### src/rtl/acq_buffer_sequencer_if.sv
// Handshake bundle between the A-line sequencer, the addressing counter,
// the dual-bank sample buffer and its reader.
interface acq_buffer_sequencer_if #(
    parameter int CNT_W = 16
);
    logic             enable;
    logic             sweep_trig;
    logic [10:0]      sample_position;
    logic             acq_done;
    logic             counter_sclr;
    logic             dualMSB_write;
    logic             dualMSB_read;
    logic             buf_ready;
    logic             buf_ack;
    logic             overrun;
    logic [CNT_W-1:0] aline_count;

    // Environment side: drives control, trigger, counter status and reader ack.
    modport master (
        output enable, sweep_trig, sample_position, acq_done, buf_ack,
        input  counter_sclr, dualMSB_write, dualMSB_read, buf_ready, overrun, aline_count
    );

    // Sequencer side.
    modport slave (
        input  enable, sweep_trig, sample_position, acq_done, buf_ack,
        output counter_sclr, dualMSB_write, dualMSB_read, buf_ready, overrun, aline_count
    );
endinterface

### src/rtl/acq_buffer_sequencer.sv
// A-line acquisition sequencer: arms on enable, acquires one A-line per sweep
// trigger, then hands the filled bank to the reader by swapping buffer banks.
module acq_buffer_sequencer #(
    parameter int NSAMPLES = 1170,
    parameter int CNT_W    = 16
) (
    input  logic                    clock,
    input  logic                    areset,
    acq_buffer_sequencer_if.slave   bus
);
    if (NSAMPLES < 1 || NSAMPLES > 2046) begin : g_bad_nsamples
        $error("NSAMPLES out of range 1..2046");
    end

    typedef enum logic [1:0] {IDLE, ARM, ACQ, SWAP} state_t;

    state_t           state, state_nx;
    logic             trig_d;
    logic             seen_busy, seen_busy_nx;
    logic             sclr, sclr_nx;
    logic             bank_wr, bank_wr_nx;
    logic             bank_rd;
    logic             ready, ready_nx;
    logic             ovr, ovr_nx;
    logic [CNT_W-1:0] cnt, cnt_nx;
    logic             trig_rise;
    logic             ready_eff;

    assign trig_rise = bus.sweep_trig & ~trig_d;
    // A same-cycle ack frees the bank before any swap decision is made.
    assign ready_eff = ready & ~bus.buf_ack;

    always_comb begin
        state_nx     = state;
        seen_busy_nx = seen_busy;
        bank_wr_nx   = bank_wr;
        ready_nx     = ready_eff;
        ovr_nx       = ovr;
        cnt_nx       = cnt;
        case (state)
            IDLE: begin
                if (bus.enable) begin
                    state_nx = ARM;
                    ovr_nx   = 1'b0;
                end
            end
            ARM: begin
                if (!bus.enable) begin
                    state_nx = IDLE;
                end else if (trig_rise) begin
                    state_nx     = ACQ;
                    seen_busy_nx = 1'b0;
                end
            end
            ACQ: begin
                // Only a busy->done transition of the counter ends the A-line.
                if (bus.acq_done && seen_busy) begin
                    state_nx = SWAP;
                end else if (!bus.acq_done) begin
                    seen_busy_nx = 1'b1;
                end
            end
            SWAP: begin
                if (!ready_eff) begin
                    bank_wr_nx = ~bank_wr;
                    ready_nx   = 1'b1;
                    cnt_nx     = cnt + CNT_W'(1);
                end else begin
                    ovr_nx = 1'b1;
                end
                state_nx = bus.enable ? ARM : IDLE;
            end
            default: state_nx = IDLE;
        endcase
        sclr_nx = (state_nx != ACQ);
    end

    always_ff @(posedge clock or posedge areset) begin
        if (areset) begin
            state     <= IDLE;
            trig_d    <= 1'b0;
            seen_busy <= 1'b0;
            sclr      <= 1'b1;
            bank_wr   <= 1'b0;
            bank_rd   <= 1'b1;
            ready     <= 1'b0;
            ovr       <= 1'b0;
            cnt       <= '0;
        end else begin
            state     <= state_nx;
            trig_d    <= bus.sweep_trig;
            seen_busy <= seen_busy_nx;
            sclr      <= sclr_nx;
            bank_wr   <= bank_wr_nx;
            bank_rd   <= ~bank_wr_nx;
            ready     <= ready_nx;
            ovr       <= ovr_nx;
            cnt       <= cnt_nx;
        end
    end

    assign bus.counter_sclr  = sclr;
    assign bus.dualMSB_write = bank_wr;
    assign bus.dualMSB_read  = bank_rd;
    assign bus.buf_ready     = ready;
    assign bus.overrun       = ovr;
    assign bus.aline_count   = cnt;
endmodule

### src/flat_wrapper.sv
// flat-port wrapper written by rule: the top's interface ports become plain ports
module acq_buffer_sequencer_flat 
#(
    parameter int NSAMPLES = 1170,
    parameter int CNT_W    = 16
)
  (clock, areset, bus_enable, bus_sweep_trig, bus_sample_position, bus_acq_done, bus_buf_ack, bus_counter_sclr, bus_dualMSB_write, bus_dualMSB_read, bus_buf_ready, bus_overrun, bus_aline_count);
  acq_buffer_sequencer_if #(.CNT_W(CNT_W)) bus_i ();
  input  logic clock;
  input  logic areset;
  input wire logic [$bits(bus_i.enable)-1:0] bus_enable;
  input wire logic [$bits(bus_i.sweep_trig)-1:0] bus_sweep_trig;
  input wire logic [$bits(bus_i.sample_position)-1:0] bus_sample_position;
  input wire logic [$bits(bus_i.acq_done)-1:0] bus_acq_done;
  input wire logic [$bits(bus_i.buf_ack)-1:0] bus_buf_ack;
  output wire logic [$bits(bus_i.counter_sclr)-1:0] bus_counter_sclr;
  output wire logic [$bits(bus_i.dualMSB_write)-1:0] bus_dualMSB_write;
  output wire logic [$bits(bus_i.dualMSB_read)-1:0] bus_dualMSB_read;
  output wire logic [$bits(bus_i.buf_ready)-1:0] bus_buf_ready;
  output wire logic [$bits(bus_i.overrun)-1:0] bus_overrun;
  output wire logic [$bits(bus_i.aline_count)-1:0] bus_aline_count;
  assign bus_i.enable = bus_enable;
  assign bus_i.sweep_trig = bus_sweep_trig;
  assign bus_i.sample_position = bus_sample_position;
  assign bus_i.acq_done = bus_acq_done;
  assign bus_i.buf_ack = bus_buf_ack;
  assign bus_counter_sclr = bus_i.counter_sclr;
  assign bus_dualMSB_write = bus_i.dualMSB_write;
  assign bus_dualMSB_read = bus_i.dualMSB_read;
  assign bus_buf_ready = bus_i.buf_ready;
  assign bus_overrun = bus_i.overrun;
  assign bus_aline_count = bus_i.aline_count;
  acq_buffer_sequencer #(.NSAMPLES(NSAMPLES), .CNT_W(CNT_W)) u_core (.clock(clock), .areset(areset), .bus(bus_i));
endmodule
### config.mk
export PLATFORM = sky130hd
export DESIGN_NAME = acq_buffer_sequencer_flat
export DESIGN_NICKNAME = d
export VERILOG_FILES = /design/src/rtl/acq_buffer_sequencer_if.sv /design/src/rtl/acq_buffer_sequencer.sv /design/src/flat_wrapper.sv
export SDC_FILE = /design/constraint.sdc
export NUM_CORES = 1
export LEC_CHECK = 0
export CAP_MARGIN = 20
export CELL_PAD_IN_SITES_DETAIL_PLACEMENT = 1
export CELL_PAD_IN_SITES_GLOBAL_PLACEMENT = 1
export CORE_MARGIN = 2
export CORE_UTILIZATION = 33
export DETAILED_ROUTE_END_ITERATION = 10
export PLACE_DENSITY_LB_ADDON = 0.08
export SLEW_MARGIN = 20
export SYNTH_ARGS = -nofsm -noshare
export SYNTH_HDL_FRONTEND = slang
export SYNTH_SLANG_ARGS = --single-unit
export TNS_END_PERCENT = 50
### constraint.sdc
create_clock -name clock -period 1.7 [get_ports clock]
set_clock_uncertainty 0.15 [all_clocks]
set_input_delay 0.255 -clock clock [delete_from_list [all_inputs] [get_ports clock]]
set_output_delay 0.255 -clock clock [all_outputs]
set_load 0.1 [all_outputs]
# Yosys cells after proc, flatten, opt, wreduce, memory -nomap -nowiden
# Index checks and enable logic that the tools add are counted.
# totals
n_memories,0
latchBits,0
word_cells,51
ram_bits,0
mem_bits_ro,0
register_bits,25
# classes
n_lt_le_gt_ge,0
eq_ne,10
multipliers,0
n_addsub,1
muxes,17
bitwise,7
div_mod_pow,0
shift,0
reduce_logical,7
# op_table
op,n
$add 16x1->16 const B,1
$mux 1,10
$ne 2x2->1 const B,5
$mux 2,4
$pmux 2 s4,1
$not 1->1,5
$reduce_and 5->1,1
$eq 2x2->1 const B,2
$ne 2x1->1 const B,2
$pmux 1 s2,2
$reduce_bool 2->1,2
$reduce_and 3->1,1
$and 1x1->1,2
$eq 2x1->1 const B,1
$logic_not 2->1,1
$reduce_and 2->1,1
$logic_and 1x1->1,1

# Logic depth before layout (Yosys ltp)
# Gate-level depths: netlist (run 1).
# depth
ltp_word,6
depth_mapped,6
mapped_depth_nobuf,5

# Worst setup path before layout (run 1)
# Ideal clock, no wire load.
# synth_path
path_type,flip-flop to flip-flop
from,register u_core.cnt[0] (netlist: u_core.bus.aline_count[0])
to,register u_core.cnt[8] (netlist: u_core.bus.aline_count[8])
path_stages_with_launch,7
t_required_ns,1.391
slack_ns,-0.663
arrival_time_ns,2.055
setup_ns,0.159
path_buffers,1
path_cell_list,dfrtp_1 -> ha_1 -> nand3_1 -> or3_1 -> buf_2 -> nand2b_1 -> xnor2_1
# synth_between
elab_chain_cells,1
# synth_rtl
element,line_no,rtl
from (decl),acq_buffer_sequencer.sv:25,"logic [CNT_W-1:0] cnt, cnt_nx;"
from (signal assigned),acq_buffer_sequencer.sv:98,cnt <= cnt_nx;
$add 16x1->16,acq_buffer_sequencer.sv:67,cnt_nx = cnt + CNT_W'(1);
# Every way passes these cells.
# A chain may end at the register's enable or synchronous reset.

# Worst setup path after layout (run 1)
# layout_path
from,register u_core.ready (netlist: u_core.bus.buf_ready)
to,register u_core.cnt[13] (netlist: u_core.bus.aline_count[13])
# layout_between
elab_chain_cells,3
# layout_rtl
element,line_no,rtl
from (decl),acq_buffer_sequencer.sv:23,"logic ready, ready_nx;"
from (signal assigned),acq_buffer_sequencer.sv:96,ready <= ready_nx;
$and 1x1->1,acq_buffer_sequencer.sv:31,assign ready_eff = ready & ~bus.buf_ack;
$not 1->1 (no source line),--,
$reduce_and 2->1 (no source line),--,
# Every way passes these cells.

==> metrics, run 1 <==
R2R Path End=u_core.bus.aline_count[13]$_DFFE_PP0P_; grt total ovfl=0; worst r2r src=u_core.bus.buf_ready$_DFF_PP0_; Pins Over Slew Limit=0; first-pass GRT wire length=4100 um; Non-Filler Instances=~180; ANT nets after route=0; worst slew pin tran=0.330 ns; NetSw=970 uW; combinational family with the most area after synthesis=simple AND/OR/NAND/NOR gates; slowest CP cell=dfrtp_4; worst vdd ir=1600 uV; Worst path max stage delay=0.49 ns; HP Class=in2async; met2 usage=26.6%; post-synthesis mux area share=1.06%; largest net degree at the start of global routing=26; Skew-Pair Late Insertion Delay=0.31 ns; combinational fraction of design power=around half; FF/Latch Area=669 um^2; RSZ-0062 raised after global routing=yes; met3 Use GR=2.77%; via count=812; setup_tns=0 ns; core box area=~0.0031 mm^2; gpl congestion=roughly 0.66; Clock Tree Root=clkbuf_4; cell depth of the worst flop-to-flop path=5; initial core utilization=34.7%; reg2reg setup slack=0.05 ns; CP startpoint kind=flop; cells after synthesis=91; CTS tree=yes; Placed Cells=~170; Final period util=97.1%; Syn Nets=around 110; Arr. time, crit path=1.72 ns; Post-Synth Adder-Cell Area=under 10%; Flop pwr share=38.0%; switching share of power=44.0%; Leak=0.000728 uW; Min Hold Slack=0.121 ns; Die ar.=around 0.0037 mm^2; Max Buffers Root-to-Sink=2; vias in the first global route=926; H-tree levels=1; I/O pin cnt=38; post-DR vias/cell=~4.6; Die X=~60 um; crit-path max FO=4; layout cells sized above 1=about half; Port Buffer Count=26; Layout area overhead=68.7%; outcome=finished, final reports clean; final count of negative-setup-slack endpoints=0; CTS Buf Count=3; Post-Synth XOR/XNOR Area=13.2%; ant diodes=0; Multi-input gate area=450 um^2; Max-Cap Viols=0; Slew HR=77.9%; initial drt markers=22; nets=153; CP Capture Type=flop; Placement Cell Area=about 0.0017 mm^2; clock-pin slew on the worst setup and hold paths=between 0.1 and 0.15 ns; Mean Syn Cell Area=~12 um^2; # DRC=0; Synth Register Bits=25; final core utilization=just under 60%; hpwl dp=1830 um; Routed wire per std cell=13.0 um; worst path cell trace=nor2b_4 -> buf_4 -> nor3_2 -> nand4_1 -> xnor2_1; GRT Overall Usage=14.8%; area fraction in compound gates after synthesis=2.60%; Netlist cell types=26; pwr/cell area=about 1200 mW/mm^2; sequential fraction of the synthesis area=59.3%; Cell Int Power=roughly 1200 uW; fin area=0.00179 mm^2; met1 global-route usage=18.0%; cell area after synthesis=0.00106 mm^2; initial antenna violation count=0; CTS sink count=25; fin crit period=1.65 ns; Pre-antenna DRT Iters=2; FMAX=606 MHz; Top Usage Layer GRT=met2; final hold vios=0; site row count=20; Synth Area in Simple Gates=around a fifth; # fillers=333; die height=60.7 um; YS warnings=0; Clock power frac=roughly 12%; Total Wirelength=between 2000 and 2500 um; crit path kind=reg2reg; critical path data required time=1.77 ns
[cell families (layout without fill, tap and decap cells)]
kind of cell | after synthesis | after routing
flops | 25 | 25
simple gates | 39 | 39
buf+inv | 4 | 47
xor+xnor | 16 | 16
mux | 1 | 1
fa+ha+maj | 1 | 1
compound gates | 5 | 5
[cell usage after synthesis]
master	n	area share [%]
xor2_1	9	7.4
or3_1	2	1.2
inv_1	3	1.1
and4bb_2	1	1.2
nand4_1	3	1.8
nand3_1	3	1.4
nor2b_1	2	1.2
nand2_1	8	2.8
nand2_2	1	0.59
or2b_1	2	1.4
o21a_1	1	0.71
a21oi_1	4	1.9
and4_1	2	1.7
ha_1	1	1.2
dfstp_2	2	5.0
and3_1	1	0.59
and2_1	1	0.59
mux2_2	1	1.1
nor4_2	1	1.2
nor3_1	2	0.94
nand2b_1	2	1.2
nor3_2	1	0.94
nor2_1	7	2.5
buf_2	1	0.47
dfrtp_1	23	54
xnor2_1	7	5.8
[placed cells by master, fill, tap and decap left out, types with 2 or more instances in the layout]
cell	n
inv_1	3
nand4_1	3
dfrtp_1	8
nor3_2	2
dfrtp_2	6
dfstp_2	2
buf_12	21
clkdlybuf4s50_1	5
nand2_1	8
xnor2_1	7
clkbuf_4	3
nand2b_1	2
nor2_1	6
nand3_1	3
or2b_1	2
a21oi_1	4
xor2_1	9
dfrtp_4	9
buf_4	14
[per-stage QoR]
stage               setup slack (ns)  total power [uW]
finish                        0.0501              2200
detailed placement            -0.211              1960
global placement              -0.198              1920
global route                 -0.0390              2290
floorplan                     -0.168              1480
CTS                           0.0259              2220
[worst max-delay path, delay by kind of cell (launching register included)]
family / cells / cell delay [ns]
DFF: 1 / 0.49
xor gates and xnor gates: 1 / 0.15
buffers and inverters: 1 / 0.14
and+or+nand+nor: 3 / 0.61
[how the worst max path moves through the flow]
| stage | from | endpoint | slack, ns | cells past startpoint |
|---|---|---|---|---|
| 3_3_place_gp | bus_buf_ack | u_core.bus.aline_count[8]$_DFFE_PP0P_ | -0.20 | 5 |
| 6_report | u_core.bus.buf_ready$_DFF_PP0_ | u_core.bus.aline_count[13]$_DFFE_PP0P_ | 0.05 | 5 |
| 2_1_floorplan | u_core.bus.aline_count[0]$_DFFE_PP0P_ | u_core.bus.aline_count[8]$_DFFE_PP0P_ | -0.17 | 6 |
| 3_5_place_dp | bus_buf_ack | u_core.bus.aline_count[8]$_DFFE_PP0P_ | -0.21 | 5 |
| 4_1_cts | u_core.bus.buf_ready$_DFF_PP0_ | u_core.bus.aline_count[13]$_DFFE_PP0P_ | 0.03 | 5 |
| 5_1_grt | u_core.bus.aline_count[7]$_DFFE_PP0P_ | u_core.bus.aline_count[15]$_DFFE_PP0P_ | -0.04 | 4 |
[timing repair]
item                                    in CTS  in global routing
resized for setup                            1                  1
hold buffers                                 0                  0
pin swaps                                    0                  4
endpoints found under the setup margin       1                  8
buffers inserted                             0                  5
hold endpoints to repair                     0                  0
[flip-flops by register name (all words and copies together) (netlist names)]
signal,flops
u_core.bus.overrun,1
u_core.bus.counter_sclr,1
u_core.seen_busy,1
u_core.bus.aline_count,16
u_core.bus.dualMSB_write,1
u_core.state,2
u_core.bus.dualMSB_read,1
u_core.bus.buf_ready,1
u_core.trig_d,1
[layer usage]
metal	up-vias	wire length [um]
met3	2	74
met5	-	0
met4	0	8
met1	410	918
li1	386	-
met2	14	1320
[area by class of cell]
cell class	instances	share of cell area (%)
Multi-Input combinational cell	62	25.2
Sequential cell	25	37.4
Timing Repair Buffer	40	32.2
Clock buffer	4	1.47
Inverter	3	0.630
Tap cell	44	3.08
[power by group through the flow]
stage	sequential [uW]	combinational, uW	clock, uW
2_1_floorplan	1360	122	0
3_3_place_gp	840	1080	0
3_5_place_dp	849	1110	0
4_1_cts	837	1110	276
5_1_grt	849	1140	299
6_report	836	1100	265
(Power assumes the default switching activity.)
==> inputs of run 2 (changes only) <==
Settings changed: PLACE_DENSITY from default to 0.87, PLACE_DENSITY_LB_ADDON 0.08 to default.
==> metrics, run 2 (synthesis gave the netlist of run 1 again) <==
outcome=finished, final reports clean; Pre-antenna DRT Iters=4 (+2); site row count=20 (unchanged); CP startpoint kind=flop; ant diodes=0 (unchanged); FF/Latch Area=669 um^2 (unchanged); HP Class=in2async; gpl congestion=0.664 (+0.12%); vias in the first global route=822 (-11%); Max-Cap Viols=0 (unchanged); Die X=60.7 um (unchanged); Cell Int Power=1230 uW (-0.15%); pwr/cell area=1270 mW/mm^2 (+2.9%); RSZ-0062 raised after global routing=yes; final count of negative-setup-slack endpoints=0 (unchanged); post-DR vias/cell=4.67 (+2.3%); most frequent cells in the layout=buf_12 (21), xor2_1 (9), dfrtp_4 (9); Min Hold Slack=0.131 ns (+0.00994 ns); hpwl dp=1860 um (+1.4%); Total Wirelength=2410 um (+4.0%); GRT Overall Usage=14.9% (+0.059 points); crit-path max FO=5 (+1); Skew-Pair Late Insertion Delay=0.31 ns (about the same); Slew HR=78.1% (+0.18 points); Multi-input gate area=457 um^2 (+1.4%); largest net degree at the start of global routing=26 (unchanged); Port Buffer Count=26 (unchanged); grt total ovfl=0 (unchanged); nets=146 (-4.6%); Die ar.=0.00368 mm^2 (unchanged); via count=798 (-1.7%); Final period util=97.8% (+0.78 points); # DRC=0 (unchanged); FMAX=601 MHz (-0.80%); Clock power frac=11.9% (-0.2 points); Layout area overhead=64.3%; Flop pwr share=38.2% (+0.2 points); layout cells sized above 1=46.5% (-2.8 points); worst vdd ir=1130 uV (-30%); Routed wire per std cell=14.1 um (+8.3%); # hold bufs at CTS=0 (unchanged); first-pass GRT wire length=4000 um (-2.5%); die height=60.7 um (unchanged); fin crit period=1.66 ns (+0.0133 ns); switching share of power=44.3% (+0.23 points); NetSw=977 uW (+0.79%); Arr. time, crit path=1.75 ns (+0.03 ns); clock-pin slew on the worst setup and hold paths=0.13 ns (about the same); critical path data required time=1.79 ns (+0.02 ns); Clock Tree Root=clkbuf_4; number of flip-flops in the largest register=16 (unchanged); ANT nets after route=0 (unchanged); worst slew pin tran=0.329 ns (-0.000855 ns); I/O pin cnt=38 (unchanged); CTS Buf Count=3 (unchanged); H-tree levels=1 (unchanged); core box area=0.00305 mm^2 (unchanged); Max Buffers Root-to-Sink=2 (unchanged); Pins Over Slew Limit=0 (unchanged); PnR worst setup slack=0.0368 ns (-0.0133 ns); pre-CTS setup slack=-0.254 ns (-0.0433 ns); initial core utilization=34.7% (unchanged); CP Capture Type=flop; reg2reg setup slack=0.04 ns (about the same); commonest non-fill, non-tap cell in the layout=buf_12; crit path kind=reg2reg; CTS sink count=25 (unchanged); final hold vios=0 (unchanged); Leak=0.000693 uW (-4.8%); initial drt markers=21 (-4.5%); CTS tree=yes; initial antenna violation count=0 (unchanged); # fillers=313 (-6.0%); combinational fraction of design power=49.9% (about the same)
[run 2: cell types whose count changed in the layout (fill, tap and decap cells not counted), sizes merged]
cell / before / now
buf: 35 / 28
[run 2: power by group through the flow]
| stage | Combinational [uW] | Clock, uW | Sequential (uW) |
|---|---|---|---|
| 3_5_place_dp | 1110 | 0 | 852 |
| 4_1_cts | 1110 | 280 | 843 |
| 3_3_place_gp | 1080 | 0 | 842 |
| 5_1_grt | 1150 | 303 | 855 |
| 6_report | 1100 | 262 | 843 |
| 2_1_floorplan | 122 | 0 | 1360 |
[run 2: final timing paths]
path,from,endpoint,depth (start not counted)
max,u_core.bus.aline_count[2]$_DFFE_PP0P_,u_core.bus.aline_count[15]$_DFFE_PP0P_,4
min,areset,u_core.trig_d$_DFF_PP0_,3
max reg2reg,u_core.bus.aline_count[2]$_DFFE_PP0P_,u_core.bus.aline_count[15]$_DFFE_PP0P_,4
min reg2reg,u_core.seen_busy$_DFFE_PP0P_,u_core.seen_busy$_DFFE_PP0P_,1
max in group asynchronous,areset,u_core.bus.dualMSB_read$_DFF_PP1_,3
min in group clock,bus_sweep_trig,u_core.trig_d$_DFF_PP0_,1
[run 2: worst max-delay path: stages (launching register included)]
cell	delay [ns]
dfrtp_4	0.48
nand4_1	0.17
or3_1	0.41
nor4_2	0.21
xor2_1	0.17
[run 2: layout make-up]
class	count	area share [%]
flip-flops and latches	25	38.4
repair buffers	33	30.0
multi-input cells	62	26.2
well taps	44	3.16
clock buffers	4	1.51
inverters	3	0.647
[run 2: metrics by stage]
step | setup TNS [ns] | total power (uW) | std cells | utilization (%) | cell area, um^2
global route | -0.0456 | 2300 | 171 | 57.0 | 1740
CTS | 0 | 2230 | 171 | 56.8 | 1730
detailed placement | -2.79 | 1960 | 167 | 55.7 | 1700
finish | 0 | 2210 | 171 | 57.0 | 1740
floorplan | -0.689 | 1480 | 91 | - | 1130
global placement | -2.25 | 1920 | 167 | 55.7 | 1700
[run 2: layer usage]
metal  vias to the layer above  part of all wire, %  GRT usage, %
met4                         0                    0          2.80
met2                        21                   55          26.3
met1                       401                   41          19.3
li1                        376                    -             -
met3                         0                  3.8          2.56
met5                         -                    0             0
[run 2: what timing repair did]
item                       CTS  global route
pin swaps                    0             0
buffers inserted             0             0
setup endpoints to repair    2             4
cloned                       0             0
gates resized for setup      1             2
==> inputs of run 3 (changes only) <==
Settings changed: CTS_CLUSTER_SIZE from default to 8.
==> results of run 3 <==
No change in the layout: final DEF, timing and power equal those of run 2.
